--- src/rtl/instr_loader.sv ---
// Boot-time program loader: receives a framed byte stream, packs it into
// 32-bit instruction words, writes them to instruction memory from byte
// address 0x0, and holds the CPU in reset until a checksum-verified program
// is resident.
module instr_loader #(
  parameter int unsigned ADDR_WIDTH = 8
) (
  input  logic        clk,
  input  logic        reset,
  input  logic        start,
  input  logic [7:0]  rx_data,
  input  logic        rx_valid,
  output logic        rx_ready,
  output logic        mem_we,
  output logic [31:0] mem_addr,
  output logic [31:0] mem_wdata,
  output logic        cpu_hold,
  output logic        busy,
  output logic        done,
  output logic        error
);

  localparam int unsigned IDX_W = ADDR_WIDTH + 1;
  localparam int unsigned CAP   = 32'(1) << ADDR_WIDTH;

  typedef enum logic [2:0] {
    ST_IDLE = 3'd0,
    ST_HDR0 = 3'd1,
    ST_HDR1 = 3'd2,
    ST_DATA = 3'd3,
    ST_CSUM = 3'd4,
    ST_DONE = 3'd5,
    ST_ERR  = 3'd6
  } state_e;

  state_e           r_state;
  state_e           w_state_nxt;

  logic             r_rx_ready;
  logic             r_busy;
  logic             r_cpu_hold;
  logic             r_done;
  logic             r_error;
  logic             w_rx_ready_nxt;
  logic             w_busy_nxt;
  logic             w_cpu_hold_nxt;
  logic             w_done_nxt;
  logic             w_error_nxt;

  logic [7:0]       r_n_hi;
  logic [15:0]      r_n;
  logic [IDX_W-1:0] r_idx;
  logic [1:0]       r_bcnt;
  logic [23:0]      r_asm;
  logic [7:0]       r_xor;
  logic             r_mem_we;
  logic [31:0]      r_mem_addr;
  logic [31:0]      r_mem_wdata;

  logic             w_accept;
  logic             w_start_load;
  logic [15:0]      w_n;
  logic             w_hdr_ovf;
  logic             w_hdr_zero;
  logic [IDX_W-1:0] w_idx_inc;
  logic             w_word_done;
  logic             w_last_word;
  logic             w_csum_ok;

  // Handshake and frame-decode helpers
  always_comb begin
    w_accept     = rx_valid & r_rx_ready;
    w_start_load = start & ((r_state == ST_IDLE) | (r_state == ST_DONE) |
                            (r_state == ST_ERR));
    w_n          = {r_n_hi, rx_data};
    w_hdr_ovf    = 32'(w_n) > CAP;
    w_hdr_zero   = (w_n == 16'd0);
    w_idx_inc    = r_idx + IDX_W'(1);
    w_word_done  = (r_state == ST_DATA) & w_accept & (r_bcnt == 2'd3);
    w_last_word  = 32'(w_idx_inc) == 32'(r_n);
    w_csum_ok    = ((r_xor ^ rx_data) == 8'h00);
  end

  // Next-state logic
  always_comb begin
    w_state_nxt = r_state;
    case (r_state)
      ST_IDLE, ST_DONE, ST_ERR: begin
        if (w_start_load) w_state_nxt = ST_HDR0;
      end
      ST_HDR0: begin
        if (w_accept) w_state_nxt = ST_HDR1;
      end
      ST_HDR1: begin
        if (w_accept) begin
          if (w_hdr_ovf)       w_state_nxt = ST_ERR;
          else if (w_hdr_zero) w_state_nxt = ST_CSUM;
          else                 w_state_nxt = ST_DATA;
        end
      end
      ST_DATA: begin
        if (w_word_done && w_last_word) w_state_nxt = ST_CSUM;
      end
      ST_CSUM: begin
        if (w_accept) w_state_nxt = w_csum_ok ? ST_DONE : ST_ERR;
      end
      default: w_state_nxt = ST_IDLE;
    endcase
  end

  // Status outputs decoded from the next state, then registered
  always_comb begin
    w_rx_ready_nxt = 1'b0;
    w_busy_nxt     = 1'b0;
    w_cpu_hold_nxt = 1'b1;
    w_done_nxt     = 1'b0;
    w_error_nxt    = 1'b0;
    case (w_state_nxt)
      ST_HDR0, ST_HDR1, ST_DATA, ST_CSUM: begin
        w_rx_ready_nxt = 1'b1;
        w_busy_nxt     = 1'b1;
      end
      ST_DONE: begin
        w_done_nxt     = 1'b1;
        w_cpu_hold_nxt = 1'b0;
      end
      ST_ERR: begin
        w_error_nxt    = 1'b1;
      end
      default: begin
        w_rx_ready_nxt = 1'b0;
      end
    endcase
  end

  // State and status registers
  always_ff @(posedge clk or negedge reset) begin
    if (!reset) begin
      r_state    <= ST_IDLE;
      r_rx_ready <= 1'b0;
      r_busy     <= 1'b0;
      r_cpu_hold <= 1'b1;
      r_done     <= 1'b0;
      r_error    <= 1'b0;
    end else begin
      r_state    <= w_state_nxt;
      r_rx_ready <= w_rx_ready_nxt;
      r_busy     <= w_busy_nxt;
      r_cpu_hold <= w_cpu_hold_nxt;
      r_done     <= w_done_nxt;
      r_error    <= w_error_nxt;
    end
  end

  // Header capture, word assembly, running XOR and memory write port
  always_ff @(posedge clk or negedge reset) begin
    if (!reset) begin
      r_n_hi      <= 8'h00;
      r_n         <= 16'h0000;
      r_idx       <= '0;
      r_bcnt      <= 2'd0;
      r_asm       <= 24'h000000;
      r_xor       <= 8'h00;
      r_mem_we    <= 1'b0;
      r_mem_addr  <= 32'h0000_0000;
      r_mem_wdata <= 32'h0000_0000;
    end else begin
      r_mem_we <= 1'b0;
      if (w_start_load) begin
        r_idx  <= '0;
        r_bcnt <= 2'd0;
        r_xor  <= 8'h00;
      end else if (w_accept) begin
        r_xor <= r_xor ^ rx_data;
        case (r_state)
          ST_HDR0: r_n_hi <= rx_data;
          ST_HDR1: r_n    <= w_n;
          ST_DATA: begin
            r_bcnt <= r_bcnt + 2'd1;
            r_asm  <= {r_asm[15:0], rx_data};
            if (r_bcnt == 2'd3) begin
              r_mem_we    <= 1'b1;
              r_mem_addr  <= 32'({r_idx, 2'b00});
              r_mem_wdata <= {r_asm, rx_data};
              r_idx       <= w_idx_inc;
            end
          end
          default: r_n_hi <= r_n_hi;
        endcase
      end
    end
  end

  assign rx_ready  = r_rx_ready;
  assign busy      = r_busy;
  assign cpu_hold  = r_cpu_hold;
  assign done      = r_done;
  assign error     = r_error;
  assign mem_we    = r_mem_we;
  assign mem_addr  = r_mem_addr;
  assign mem_wdata = r_mem_wdata;

endmodule

--- config.mk ---
export PLATFORM = sky130hd
export DESIGN_NAME = instr_loader
export DESIGN_NICKNAME = d
export VERILOG_FILES = /design/src/rtl/instr_loader.sv
export SDC_FILE = /design/constraint.sdc
export NUM_CORES = 1
export LEC_CHECK = 0
export CORE_ASPECT_RATIO = 0.8
export CORE_MARGIN = 4
export CORE_UTILIZATION = 55
export CTS_BUF_LIST = sky130_fd_sc_hd__clkbuf_8
export CTS_CLUSTER_DIAMETER = 40
export DETAILED_ROUTE_END_ITERATION = 16
export GPL_TIMING_DRIVEN = 1
export HOLD_SLACK_MARGIN = 0.03
export PLACE_DENSITY = 0.87
export SLEW_MARGIN = 10
export SYNTH_ARGS = -nofsm -noshare
export SYNTH_HDL_FRONTEND = slang
export SYNTH_SLANG_ARGS = --single-unit
--- constraint.sdc ---
create_clock -name clk -period 6.7 [get_ports clk]
set_input_delay 1.34 -clock clk [delete_from_list [all_inputs] [get_ports clk]]
set_output_delay 1.34 -clock clk [all_outputs]
set_load 0.05 [all_outputs]
==> flow_summary.json, run 1 <==
{
  "status": "finished clean",
  "syn-cell-area_mm2": 0.00534,
  "grt_max_degree": 70,
  "firstDrtPassIters": 5,
  "fin_skew_ns": 0.00666,
  "crit_path_max_fanout": 53,
  "grt_usage_pct": 22.5,
  "die-area_mm2": 0.0114,
  "clock-sinks": 116,
  "ir_worst_vdd_mv": 0.226,
  "synth_top_family_by_area": "simple AND/OR/NAND/NOR gates",
  "cp_top_family": "buffers and inverters",
  "rr_startpoint": "r_idx[0]$_DFFE_PN0P_",
  "core_mm2": 0.00927,
  "synthMuxAreaShare_pct": 5.43,
  "drc": 0,
  "cp.required_ns": 7.03,
  "synth_xor_area_share_pct": 4.87,
  "cts_tree": "done",
  "synth-seq-cells": 116,
  "worst_slew_pin_slew_ns": 0.962,
  "diodes": 0,
  "hold_path.class": "reg2reg",
  "hold_depth": 2,
  "drive_gt1_share_pct": 10.8,
  "rows": 31,
  "r2r-end": "busy$_DFF_PN0_",
  "fmax_ghz": 0.314,
  "synth-seq-area-share_pct": 54.4,
  "clkTransAtPathRegs_ns": 0.07,
  "cts_hold_buf": 0,
  "grt_pass1_vias": 4018,
  "synth_fa_ha_area_share_pct": 0.468,
  "die_h_um": 96.1,
  "reg2reg_slack_ns": 4.02,
  "synth_ff_type": "dfrtp_1",
  "cts_made_buffers": 17,
  "fin_ws_ns": 3.51,
  "path_cells": "clkdlybuf4s50_1, and3_1, nand2_1, buf_4, inv_1, buf_4, nand2_1, nand2_1",
  "ys_types": 47,
  "worstHoldStart": "r_asm[16]$_DFFE_PN0P_",
  "pre_cts_ws_ns": 3.07,
  "portBuffers": 58,
  "gp_congestion": 0.846,
  "pin_count": 82,
  "grt-ovfl-total": 0,
  "vias": 4034,
  "cp-start-kind": "primary input",
  "worstSetupPathType": "in2reg",
  "crit_path_start": "rx_valid",
  "drv_slew": 0,
  "crit_buf_inv": 4,
  "cts_root_buf": "clkbuf_8",
  "initial_core_util_pct": 57.6,
  "power.density_mw_per_mm2": 376,
  "finalHoldViolCount": 0,
  "finalCriticalPeriod_ns": 3.19,
  "async_flop_share_pct": 100,
  "nNetsFinal": 638,
  "fin_tns_setup_ns": 0,
  "area_growth_pct": 18.7,
  "drt_wl_total_um": 11700,
  "crit_path_end_kind": "flop",
  "syn_inst": 570,
  "max_stage_delay_ns": 0.47,
  "syn_area_per_cell_um2": 9.37,
  "post_cts_resized": 0,
  "dp_hpwl_um": 7760,
  "mostFrequentLayoutCells": "235 x nand2_1, 115 x dfrtp_1, 57 x clkdlybuf4s50_1, 24 x mux2_2, 23 x conb_1",
  "fin_crit_sh_pct": 47.6,
  "final_common_cell": "nand2_1",
  "antenna_found_initial": 0,
  "post_cts_buffers": 0,
  "grt_first_pass_wirelength_um": 19900,
  "synth_edf_count": 0,
  "fp.dieW_um": 118,
  "r2r_cells": 7,
  "slew_headroom_pct": 35.8,
  "holdPathEnd": "mem_wdata[24]$_DFFE_PN0P_",
  "clk_path_buf_depth": 2,
  "h-tree-depth": 4,
  "p_leak_nw": 3.09,
  "finalSetupViolations": 0,
  "critPathArrivalTime_ns": 3.52,
  "initialDrtViolationCount": 345,
  "viasPerCell": 5.37,
  "insertion_delay_ns": 0.44,
  "slowest_stage": "inv_1",
  "postRouteAntennaNets": 0,
  "yosys.area_share.simple_pct": 23.8,
  "ys_warn_count": 0,
  "rsz0062_at_grt": "false",
  "post_drt_wl_per_cell_um": 15.6,
  "path_common_cell": "nand2_1",
  "synth_compound_area_share_pct": 5.04,
  "drv_cap": 0
}
[sequential cells by signal (all words and copies together), names as in the netlist]
signal,cells
cpu_hold,1
done,1
busy,1
r_state,3
mem_addr,9
r_idx,9
r_asm,24
r_bcnt,2
mem_wdata,32
r_n_hi,8
error,1
r_xor,8
r_n,16
mem_we,1
[worst register-to-register path: stages, from the launching register on]
cell and delay, ns:
dfrtp_1 0.51, ha_1 0.46, xor3_1 0.47, or3_1 0.32, a211oi_1 0.22, a211oi_1 0.13
o21ai_2 0.28, mux2i_1 0.22
[synth_stat cells, types with 4 or more instances]
cell type    n  area (um^2)
nand3_1      5         25.0
nor2b_1      4         25.0
clkbuf_1    19         71.3
nor4_1       5         31.3
buf_4       27          203
inv_1        5         18.8
nand2_1    235          882
xnor2_1     13          114
nand2b_1     8         50.1
mux2_2      24          270
nand4_1      6         37.5
a211oi_1     4         30.0
nor2_1      16         60.1
dfrtp_1    115         2880
xor2_1      14          123
o21ai_0     17         85.1
a21oi_1      8         40.0
[layout make-up]
type                            instances  area, um^2
Multi-Input combinational cell        421        2200
Inverter                                5        18.8
Clock inverter                         11         183
Clock buffer                           20         275
Tap cell                              115         144
Sequential cell                       116        2900
Timing Repair Buffer                   63         616
Fill cell                             676        2930
[through the flow]
stage	total power, mW	util, %	cells	hold slack, ns	area [um^2]
after floorplan	1.49	-	592	0.439	5420
after global placement	1.61	63.5	720	0.448	5880
after detailed placement	1.65	63.5	720	0.459	5880
after CTS	2.40	68.4	751	0.474	6340
after global routing	2.52	68.4	751	0.502	6340
final	2.39	68.4	751	0.474	6340
[routing by layer]
layer	GRT usage (%)	vias to the layer above	routed length, um
met5	0	-	0
met4	11.3	0	191
met3	5.11	24	729
met2	37.4	163	5730
met1	28.4	1946	5030
li1	-	1901	-
[worst max path at each step]
stage	end	cells past startpoint
global route	mem_wdata[2]$_DFFE_PN0P_	8
finish	mem_wdata[0]$_DFFE_PN0P_	8
CTS	r_bcnt[0]$_DFFE_PN0P_	6
detailed placement	r_bcnt[0]$_DFFE_PN0P_	6
floorplan	r_n[5]$_DFFE_PN0P_	4
global placement	r_bcnt[0]$_DFFE_PN0P_	6
[report_power, final]
group | leakage (nW) | switching (mW) | internal, mW
registers | 1.53 | 0.161 | 0.885
clock network | 0.233 | 0.275 | 0.466
logic | 1.32 | 0.343 | 0.256
total | 3.09 | 0.780 | 1.61
[cells by family (layout without fill, tap and decap cells)]
logic type      count (synthesis)  in the layout
buf+inv                        55             99
simple gates                  300            300
mux                            26             26
other cells                     1             23
xor+xnor                       28             28
fa+ha+maj                       2              2
flops                         116            116
compound gates                 42             42
No activity file was read; power rests on OpenSTA's default activity.
==> run 2: changes to the inputs <==
Clock period 6.7 ns to 3.15 ns, I/O delays scaled along.
==> run 2 against run 1 <==
Compared with the run above:
- clock-buffer cell count rose by 2
- via count rose by 2.4%
- design area fell by 0.57%
- clock skew rose by 0.0018 ns
==> flow_summary.json, run 2 (synthesis gave the netlist of run 1 again) <==
{
  "slowest_stage": "dfrtp_1",
  "fillCellCount": 701,
  "power.density_mw_per_mm2": 746,
  "cp.required_ns": 3.50,
  "grt_max_degree": 62,
  "crit_path_end_kind": "flop",
  "rr_startpoint": "r_idx[0]$_DFFE_PN0P_",
  "worst_slew_pin_slew_ns": 0.741,
  "drive_gt1_share_pct": 12.1,
  "reg2reg_slack_ns": 0.46,
  "r2r_cells": 7,
  "initialDrtViolationCount": 315,
  "fmax_ghz": 0.372,
  "cp-start-kind": "flop",
  "firstDrtPassIters": 5,
  "initial_core_util_pct": 57.6,
  "dp_hpwl_um": 8350,
  "p_sw_mw": 1.64,
  "grt_pass1_vias": 4099,
  "clkPwrFrac_pct": 24.9,
  "viasPerCell": 5.43,
  "post_cts_resized": 0,
  "pwr-share-seq_pct": 47.6,
  "nNetsFinal": 649,
  "rows": 31,
  "postRouteAntennaNets": 0,
  "fin_crit_sh_pct": 85.3,
  "cts_made_buffers": 17,
  "insertion_delay_ns": 0.43,
  "antenna_found_initial": 0,
  "power_mw": 4.70,
  "crit_path_max_fanout": 11,
  "pin_count": 82,
  "grt_first_pass_wirelength_um": 20400,
  "mostFrequentLayoutCells": "235 x nand2_1, 115 x dfrtp_1, 57 x clkdlybuf4s50_1, 24 x mux2_2, 23 x conb_1",
  "dp_cells": 731,
  "finalHoldViolCount": 0,
  "critPathArrivalTime_ns": 3.04,
  "fin_skew_ns": 0.00850,
  "drv_slew": 0,
  "r2r-end": "error$_DFF_PN0_",
  "p_int_mw": 3.07,
  "largest_reg_flops": 32,
  "worstSetupPathType": "reg2reg",
  "grt_usage_pct": 22.9,
  "area_growth_pct": 18.0,
  "fin_tns_setup_ns": 0,
  "max_stage_delay_ns": 0.50,
  "crit_end": "error$_DFF_PN0_",
  "crit_path_start": "r_idx[0]$_DFFE_PN0P_",
  "finalSetupViolations": 0,
  "rsz0062_at_grt": "false",
  "switching_share_pct": 34.8,
  "clock-sinks": 116,
  "drt_wl_total_um": 11900,
  "cts_tree": "done",
  "fp.dieW_um": 118,
  "portBuffers": 58,
  "gp_congestion": 0.948,
  "ir_worst_vdd_mv": 0.462,
  "die_h_um": 96.1,
  "hold_path.class": "in2async",
  "path_cells": "ha_1, nand4_2, a2111o_1, a2111oi_2, o2111ai_1, o21ai_2, nor3b_2",
  "vias": 4129,
  "fin_cells": 761,
  "h-tree-depth": 4,
  "clk_path_buf_depth": 2,
  "cts_root_buf": "clkbuf_8",
  "grt-ovfl-total": 0,
  "diodes": 0,
  "slew_headroom_pct": 50.6,
  "p_leak_nw": 3.10,
  "core_mm2": 0.00927,
  "final_common_cell": "nand2_1",
  "post_cts_buffers": 0,
  "cts_hold_buf": 0,
  "finalCriticalPeriod_ns": 2.69,
  "drv_cap": 0,
  "die-area_mm2": 0.0114,
  "drc": 0,
  "pwr-share-comb_pct": 27.5,
  "status": "finished clean",
  "clkTransAtPathRegs_ns": 0.07,
  "post_drt_wl_per_cell_um": 15.7
}
[run 2: changes by cell type in the layout (fill, tap and decap cells not counted)]
cell,previous run,this run
buf_4,6,17
bufinv_16,5,0
clkbuf_8,20,22
clkinv_2,2,5
clkinvlp_4,2,0
inv_1,7,8
[run 2: worst min-delay path by stage]
| stage | cells after the start | to | startpoint | slack [ns] |
|---|---|---|---|---|
| finish | 1 | mem_wdata[8]$_DFFE_PN0P_ | reset | 0.27 |
| global route | 1 | mem_wdata[8]$_DFFE_PN0P_ | reset | 0.31 |
| CTS | 1 | mem_wdata[8]$_DFFE_PN0P_ | reset | 0.28 |
| detailed placement | 2 | mem_wdata[28]$_DFFE_PN0P_ | r_asm[20]$_DFFE_PN0P_ | 0.46 |
| global placement | 2 | mem_wdata[27]$_DFFE_PN0P_ | r_asm[19]$_DFFE_PN0P_ | 0.45 |
| floorplan | 0 | busy$_DFF_PN0_ | reset | 0.33 |
[run 2: metal layers]
metal	share of wire, %	track usage (%)
met1	44	30.5
met2	47	35.6
met3	7.2	6.99
met4	2.2	9.07
met5	0	0
[run 2: cell type report]
class	instances	area (um^2)	share of cell area, %
clock buffers	22	303	4.80
repair buffers	74	698	11.1
multi-input cells	421	2200	34.9
clock inverters	8	36.3	0.576
well taps	115	144	2.28
flip-flops and latches	116	2900	46.1
inverters	5	18.8	0.298
[run 2: through the flow]
step                      hold WS, ns  setup WS, ns  utilization, %  area, um^2
after floorplan                 0.334         0.979               -        5420
after global placement          0.451         0.601            64.4        5970
after detailed placement        0.456         0.517            64.4        5970
after CTS                       0.285         0.513            68.0        6300
after global routing            0.307         0.229            68.0        6300
final                           0.267         0.462            68.0        6300
[run 2: power groups by stage]
stage                     logic (mW)  registers [mW]  clock network [mW]
after global routing            1.43            2.29                1.28
after global placement          1.23            2.22                   0
final                           1.29            2.24                1.17
after detailed placement        1.28            2.25                   0
after floorplan                0.974            2.20                   0
after CTS                       1.29            2.23                1.19
[run 2: critical path: cells and delay by family (launching register included)]
family | cells | cell delay (ns)
simple gates | 2 | 0.43
compound gates | 4 | 1.19
flops | 1 | 0.50
fa+ha+maj | 1 | 0.48
